**config.mk**
```make
export PLATFORM = sky130hd
export DESIGN_NAME = alarm_time_register
export DESIGN_NICKNAME = d
export VERILOG_FILES = /design/src/rtl/alarm_pkg.sv /design/src/rtl/alarm_field_counter.sv /design/src/rtl/alarm_time_register.sv
export SDC_FILE = /design/constraint.sdc
export NUM_CORES = 1
export LEC_CHECK = 0
export CORE_MARGIN = 8
export CORE_UTILIZATION = 30
export DETAILED_ROUTE_END_ITERATION = 6
export SLEW_MARGIN = 20
export SYNTH_ARGS = -nofsm -noshare
export SYNTH_HDL_FRONTEND = slang
export SYNTH_HIERARCHICAL = 1
export SYNTH_SLANG_ARGS = --single-unit
```
**constraint.sdc**
```tcl
create_clock -name clk -period 2.4 [get_ports clk]
set_input_delay 0.72 -clock clk [delete_from_list [all_inputs] [get_ports clk]]
set_output_delay 0.72 -clock clk [all_outputs]
set_load 0.05 [all_outputs]
```
**src/rtl/alarm_pkg.sv**
```systemverilog
// Shared definitions for the alarm time register: FSM state codes,
// time-field limits and the ring/snooze timer width.
package alarm_pkg;

    typedef enum logic [1:0] {
        ST_DISARMED = 2'd0,
        ST_ARMED    = 2'd1,
        ST_RINGING  = 2'd2,
        ST_SNOOZE   = 2'd3
    } alarm_state_e;

    localparam int unsigned SEC_MAX  = 59;
    localparam int unsigned MIN_MAX  = 59;
    localparam int unsigned HOUR_MAX = 23;
    localparam int unsigned TIMER_W  = 9;

endpackage

```
**src/rtl/alarm_field_counter.sv**
```systemverilog
// One alarm time field: increments by one per pulse and wraps from
// MAX_VAL back to 0. No carry out; each field is edited independently.
module alarm_field_counter #(
    parameter int unsigned WIDTH   = 6,
    parameter int unsigned MAX_VAL = 59,
    parameter int unsigned RST_VAL = 0
) (
    input  logic             clk,
    input  logic             reset,
    input  logic             inc,
    output logic [WIDTH-1:0] value
);

    logic [WIDTH-1:0] value_q;
    logic [WIDTH-1:0] value_d;

    // Next value: hold, increment, or wrap at the field maximum
    always_comb begin
        value_d = value_q;
        if (inc) begin
            value_d = (value_q == WIDTH'(MAX_VAL)) ? '0 : value_q + WIDTH'(1);
        end
    end

    // Field register with asynchronous active-low reset
    always_ff @(posedge clk or negedge reset) begin
        if (!reset) value_q <= WIDTH'(RST_VAL);
        else        value_q <= value_d;
    end

    assign value = value_q;

endmodule

```
**src/rtl/alarm_time_register.sv**
```systemverilog
// Alarm time storage, time match and ring/snooze/timeout FSM.
// Optional feature: define ALARM_SNOOZE_EN to enable the SNOOZE state;
// without it the snooze input is ignored and SNOOZE_SEC is unused.
module alarm_time_register
    import alarm_pkg::*;
#(
    parameter int unsigned RING_TIMEOUT = 60,
    parameter int unsigned SNOOZE_SEC   = 300,
    parameter int unsigned RST_HOUR     = 6,
    parameter int unsigned RST_MIN      = 0
) (
    input  logic       clk,
    input  logic       reset,
    input  logic       upsec,
    input  logic       upmin,
    input  logic       uphour,
    input  logic [5:0] cur_sec,
    input  logic [5:0] cur_min,
    input  logic [4:0] cur_hour,
    input  logic       tick_1hz,
    input  logic       alarm_en,
    input  logic       dismiss,
    input  logic       snooze,
    output logic [5:0] alm_sec,
    output logic [5:0] alm_min,
    output logic [4:0] alm_hour,
    output logic       ringing,
    output logic [1:0] alm_state
);

    alarm_state_e       state_q, state_d;
    logic [TIMER_W-1:0] timer_q, timer_d;
    logic               ringing_q, ringing_d;
    logic               tick_q;
    logic               match;
    logic               trigger;

    alarm_field_counter #(.WIDTH(6), .MAX_VAL(SEC_MAX), .RST_VAL(0)) u_sec (
        .clk   (clk),
        .reset (reset),
        .inc   (upsec),
        .value (alm_sec)
    );

    alarm_field_counter #(.WIDTH(6), .MAX_VAL(MIN_MAX), .RST_VAL(RST_MIN)) u_min (
        .clk   (clk),
        .reset (reset),
        .inc   (upmin),
        .value (alm_min)
    );

    alarm_field_counter #(.WIDTH(5), .MAX_VAL(HOUR_MAX), .RST_VAL(RST_HOUR)) u_hour (
        .clk   (clk),
        .reset (reset),
        .inc   (uphour),
        .value (alm_hour)
    );

    // tick_q lines up with the freshly updated cur_* so each second is compared once
    assign match   = (cur_sec == alm_sec) && (cur_min == alm_min) && (cur_hour == alm_hour);
    assign trigger = tick_q & match;

`ifndef ALARM_SNOOZE_EN
    logic unused_snooze;
    assign unused_snooze = ^{snooze, TIMER_W'(SNOOZE_SEC)};
`endif

    // Next-state and timer logic; alarm_en low overrides everything
    always_comb begin
        state_d = state_q;
        timer_d = timer_q;
        if (!alarm_en) begin
            state_d = ST_DISARMED;
        end else begin
            unique case (state_q)
                ST_DISARMED: state_d = ST_ARMED;
                ST_ARMED: begin
                    if (trigger) begin
                        state_d = ST_RINGING;
                        timer_d = TIMER_W'(RING_TIMEOUT);
                    end
                end
                ST_RINGING: begin
                    if (dismiss) begin
                        state_d = ST_ARMED;
`ifdef ALARM_SNOOZE_EN
                    end else if (snooze) begin
                        state_d = ST_SNOOZE;
                        timer_d = TIMER_W'(SNOOZE_SEC);
`endif
                    end else if (tick_1hz) begin
                        if (timer_q == TIMER_W'(1)) state_d = ST_ARMED;
                        else                        timer_d = timer_q - TIMER_W'(1);
                    end
                end
                ST_SNOOZE: begin
`ifdef ALARM_SNOOZE_EN
                    if (dismiss) begin
                        state_d = ST_ARMED;
                    end else if (tick_1hz) begin
                        if (timer_q == TIMER_W'(1)) begin
                            state_d = ST_RINGING;
                            timer_d = TIMER_W'(RING_TIMEOUT);
                        end else begin
                            timer_d = timer_q - TIMER_W'(1);
                        end
                    end
`else
                    // Unreachable in this build; recover to a legal state
                    state_d = ST_ARMED;
`endif
                end
                default: state_d = ST_DISARMED;
            endcase
        end
        ringing_d = (state_d == ST_RINGING);
    end

    // FSM, timer, registered ringing output and delayed tick
    always_ff @(posedge clk or negedge reset) begin
        if (!reset) begin
            state_q   <= ST_DISARMED;
            timer_q   <= '0;
            ringing_q <= 1'b0;
            tick_q    <= 1'b0;
        end else begin
            state_q   <= state_d;
            timer_q   <= timer_d;
            ringing_q <= ringing_d;
            tick_q    <= tick_1hz;
        end
    end

    assign ringing   = ringing_q;
    assign alm_state = state_q;

endmodule

```
==> flow_metrics.env <==
export IMPL_seq_area_frac_synth_pct=40.6
export IMPL_clkLatencyLatePin_ps=280
export IMPL_setup_slack_ps=87.8
export IMPL_diodes=0
export IMPL_critical_path_max_stage_delay_ps=850
export IMPL_synth_cells=179
export IMPL_p_leak_uw=0.00117
export IMPL_worst_ep_arrival_time_ps=1590
export IMPL_synth_largest_area_cell="dfrtp_1"
export IMPL_slowest_stage="clkdlybuf4s50_1"
export IMPL_min_path_type="reg -> reg"
export IMPL_cts_buffer_depth=2
export IMPL_fp_dieH_um=94.6
export IMPL_setup_violations=0
export IMPL_grt_first_pass_wirelength_um=7330
export IMPL_worstSetupStartpointType="flip-flop"
export IMPL_grt_overflow_total=0
export IMPL_status="finished clean"
export IMPL_post_place_ws_ps=-496
export IMPL_power_uw=3040
export IMPL_synthTopCellsByArea="dfrtp_1 38%, xor2_1 8.5%, ha_1 4.7%, nand2_1 3.0%, dfstp_2 2.8%"
export IMPL_synth_nets=212
export IMPL_final_common_cell="buf_4"
export IMPL_ios=46
export IMPL_hold_violations=0
export IMPL_final_cell_mix="30 x buf_4, 28 x dfrtp_1, 20 x clkdlybuf4s50_1, 15 x nand2_1, 14 x xor2_1"
export IMPL_wl_per_cell_um=13.5
export IMPL_first_global_vias=1637
export IMPL_fin_crit_sh_pct=96.3
export IMPL_drt_iter0_drc=94
export IMPL_final_area_um2=2680
export IMPL_multi_input_area_um2=1120
export IMPL_powerDensity_nw_per_um2=1140
export IMPL_cts_root_buf="clkbuf_8"
export IMPL_tns_ps=0
export IMPL_yosysTopAreaCellShare_pct=37.8
export IMPL_synth_cell_types=49
export IMPL_rrSetupSlack_ps=280
export IMPL_dr_pass1_iters=4
export IMPL_cpLargestDelayFamily="buffers and inverters"
export IMPL_worst_pin_slew_ps=502
export IMPL_maxCapViolCount=0
export IMPL_h_tree_depth=2
export IMPL_avgSynthCellArea_um2=10.4
export IMPL_track_usage_pct=10.1
export IMPL_cp_required_ps=1680
export IMPL_synth_edf_count=0
export IMPL_crit_fanout=6
export IMPL_drive_gt1_share_pct=27.1
export IMPL_synthArstFlopShare_pct=100
export IMPL_cp_num_buf_inv=1
export IMPL_path_class="reg -> out"
export IMPL_port_buffers=44
export IMPL_fp_dieW_um=94.6
export IMPL_finClkSkew_ps=6.64
export IMPL_vias=1570
export IMPL_post_route_drc_count=0
export IMPL_cts_tree="yes"
export IMPL_end_kind="output port"
export IMPL_cts_clk_slew_worst_paths_ps=60
export IMPL_final_util_pct=45.0
export IMPL_design_die_area_um2=8950
export IMPL_fmax_mhz=432
export IMPL_dpl_hpwl_um=3300
export IMPL_routed_wl_um=4340
export IMPL_antenna_found_initial=0
export IMPL_start_util_pct=31.1
export IMPL_post_dp_cell_area_um2=2470
export IMPL_drv_slew=0
export IMPL_cts_hold_buf=0
export IMPL_fin_nets=279
export IMPL_fillers=575
export IMPL_synthFlopType="dfrtp_1"
export IMPL_yosysWarningCount=6
export IMPL_vias_per_cell=4.88
export IMPL_grt_max_degree=31
export IMPL_layout_area_seq_um2=753
export IMPL_cts_setup_buffers=0
export IMPL_cts_buffers=5
export IMPL_detail_route_antenna_nets=0
export IMPL_core_area_um2=5960
export IMPL_rows=28
export IMPL_crit_chain="clkdlybuf4s50_1"
export IMPL_synth_area_um2=1850
export IMPL_ir_worst_vdd_mv=0.590
export IMPL_fin_crit_ps=2310
export IMPL_area_delta_synth_final_pct=44.6
export IMPL_relSlewSlack_pct=66.5
export IMPL_synth_seq_cells=30
export IMPL_clock_sinks=30
export IMPL_place_congestion=0.831
## layout make-up
cell class / instances / share of cell area [%]
multi-input combinational: 137 / 42.0
sequential: 30 / 28.1
timing repair buffer: 64 / 21.8
tap: 75 / 3.50
clock buffer: 6 / 3.08
inverter: 8 / 1.12
clock inverter: 2 / 0.467
## synthesized netlist by cell type (3+ instances only)
cell type  number
nand4_1         5
nor2b_1         3
a21oi_1         8
xor2_1         18
nor2_1          6
o21ai_0        10
nor4_1          4
nand2_1        15
or3_1           3
nand2b_1        3
mux2_2          4
ha_1            7
buf_6           3
nand3_1         6
nand4b_1        3
nor3_1          4
mux2i_1         3
inv_1           7
dfrtp_1        28
## cell families after synthesis
kind of cell	after synthesis	synth area share, %
flops	30	40.6
simple gates	67	23.3
fa+ha+maj	7	4.73
mux	8	4.66
compound gates	35	13.6
xor+xnor	20	9.45
buf+inv	12	3.65
## final timing paths
path,from,to,depth (start not counted)
setup reg to reg,u_hour/value[3]$_DFFE_PN0P_,timer_q[7]$_DFFE_PN0P_,8
setup / recovery,u_hour/value[3]$_DFFE_PN0P_,alm_hour[3],1
max in group asynchronous,reset,u_hour/value[1]$_DFFE_PN1P_,2
hold reg to reg,u_hour/value[2]$_DFFE_PN1P_,u_hour/value[2]$_DFFE_PN1P_,1
hold / removal,u_hour/value[2]$_DFFE_PN1P_,u_hour/value[2]$_DFFE_PN1P_,1
min in group asynchronous,reset,timer_q[8]$_DFFE_PN0P_,2
## metal layers
layer | track usage, % | vias up | share of wire, %
li1 | - | 786 | -
met1 | 12.0 | 746 | 47
met2 | 16.8 | 34 | 48
met3 | 3.25 | 4 | 4.6
met4 | 3.51 | 0 | 1.3
met5 | 0 | - | 0
## timing repair
item,CTS,global route
setup endpoints to repair,9,7
gates resized for setup,12,16
pin swaps,3,8
## power by group
group | switching [µW] | internal, µW | leakage [µW] | total [µW]
sequential | 290 | 699 | 0.000368 | 989
combinational | 992 | 640 | 0.000751 | 1630
clock | 194 | 230 | 0.0000472 | 424
total | 1480 | 1570 | 0.00117 | 3040
## state kept, by name, indices dropped and copies added, names as in the netlist
name / cells
ringing: 1
timer_q: 9
u_sec/value: 6
tick_q: 1
u_hour/value: 5
u_min/value: 6
alm_state: 2
## stage by stage
stage | std cells | hold WS, ps
detailed placement | 314 | 502
global placement | 314 | 495
CTS | 322 | 539
finish | 322 | 532
floorplan | 179 | 424
global route | 322 | 566
(Power assumes the default switching activity.)
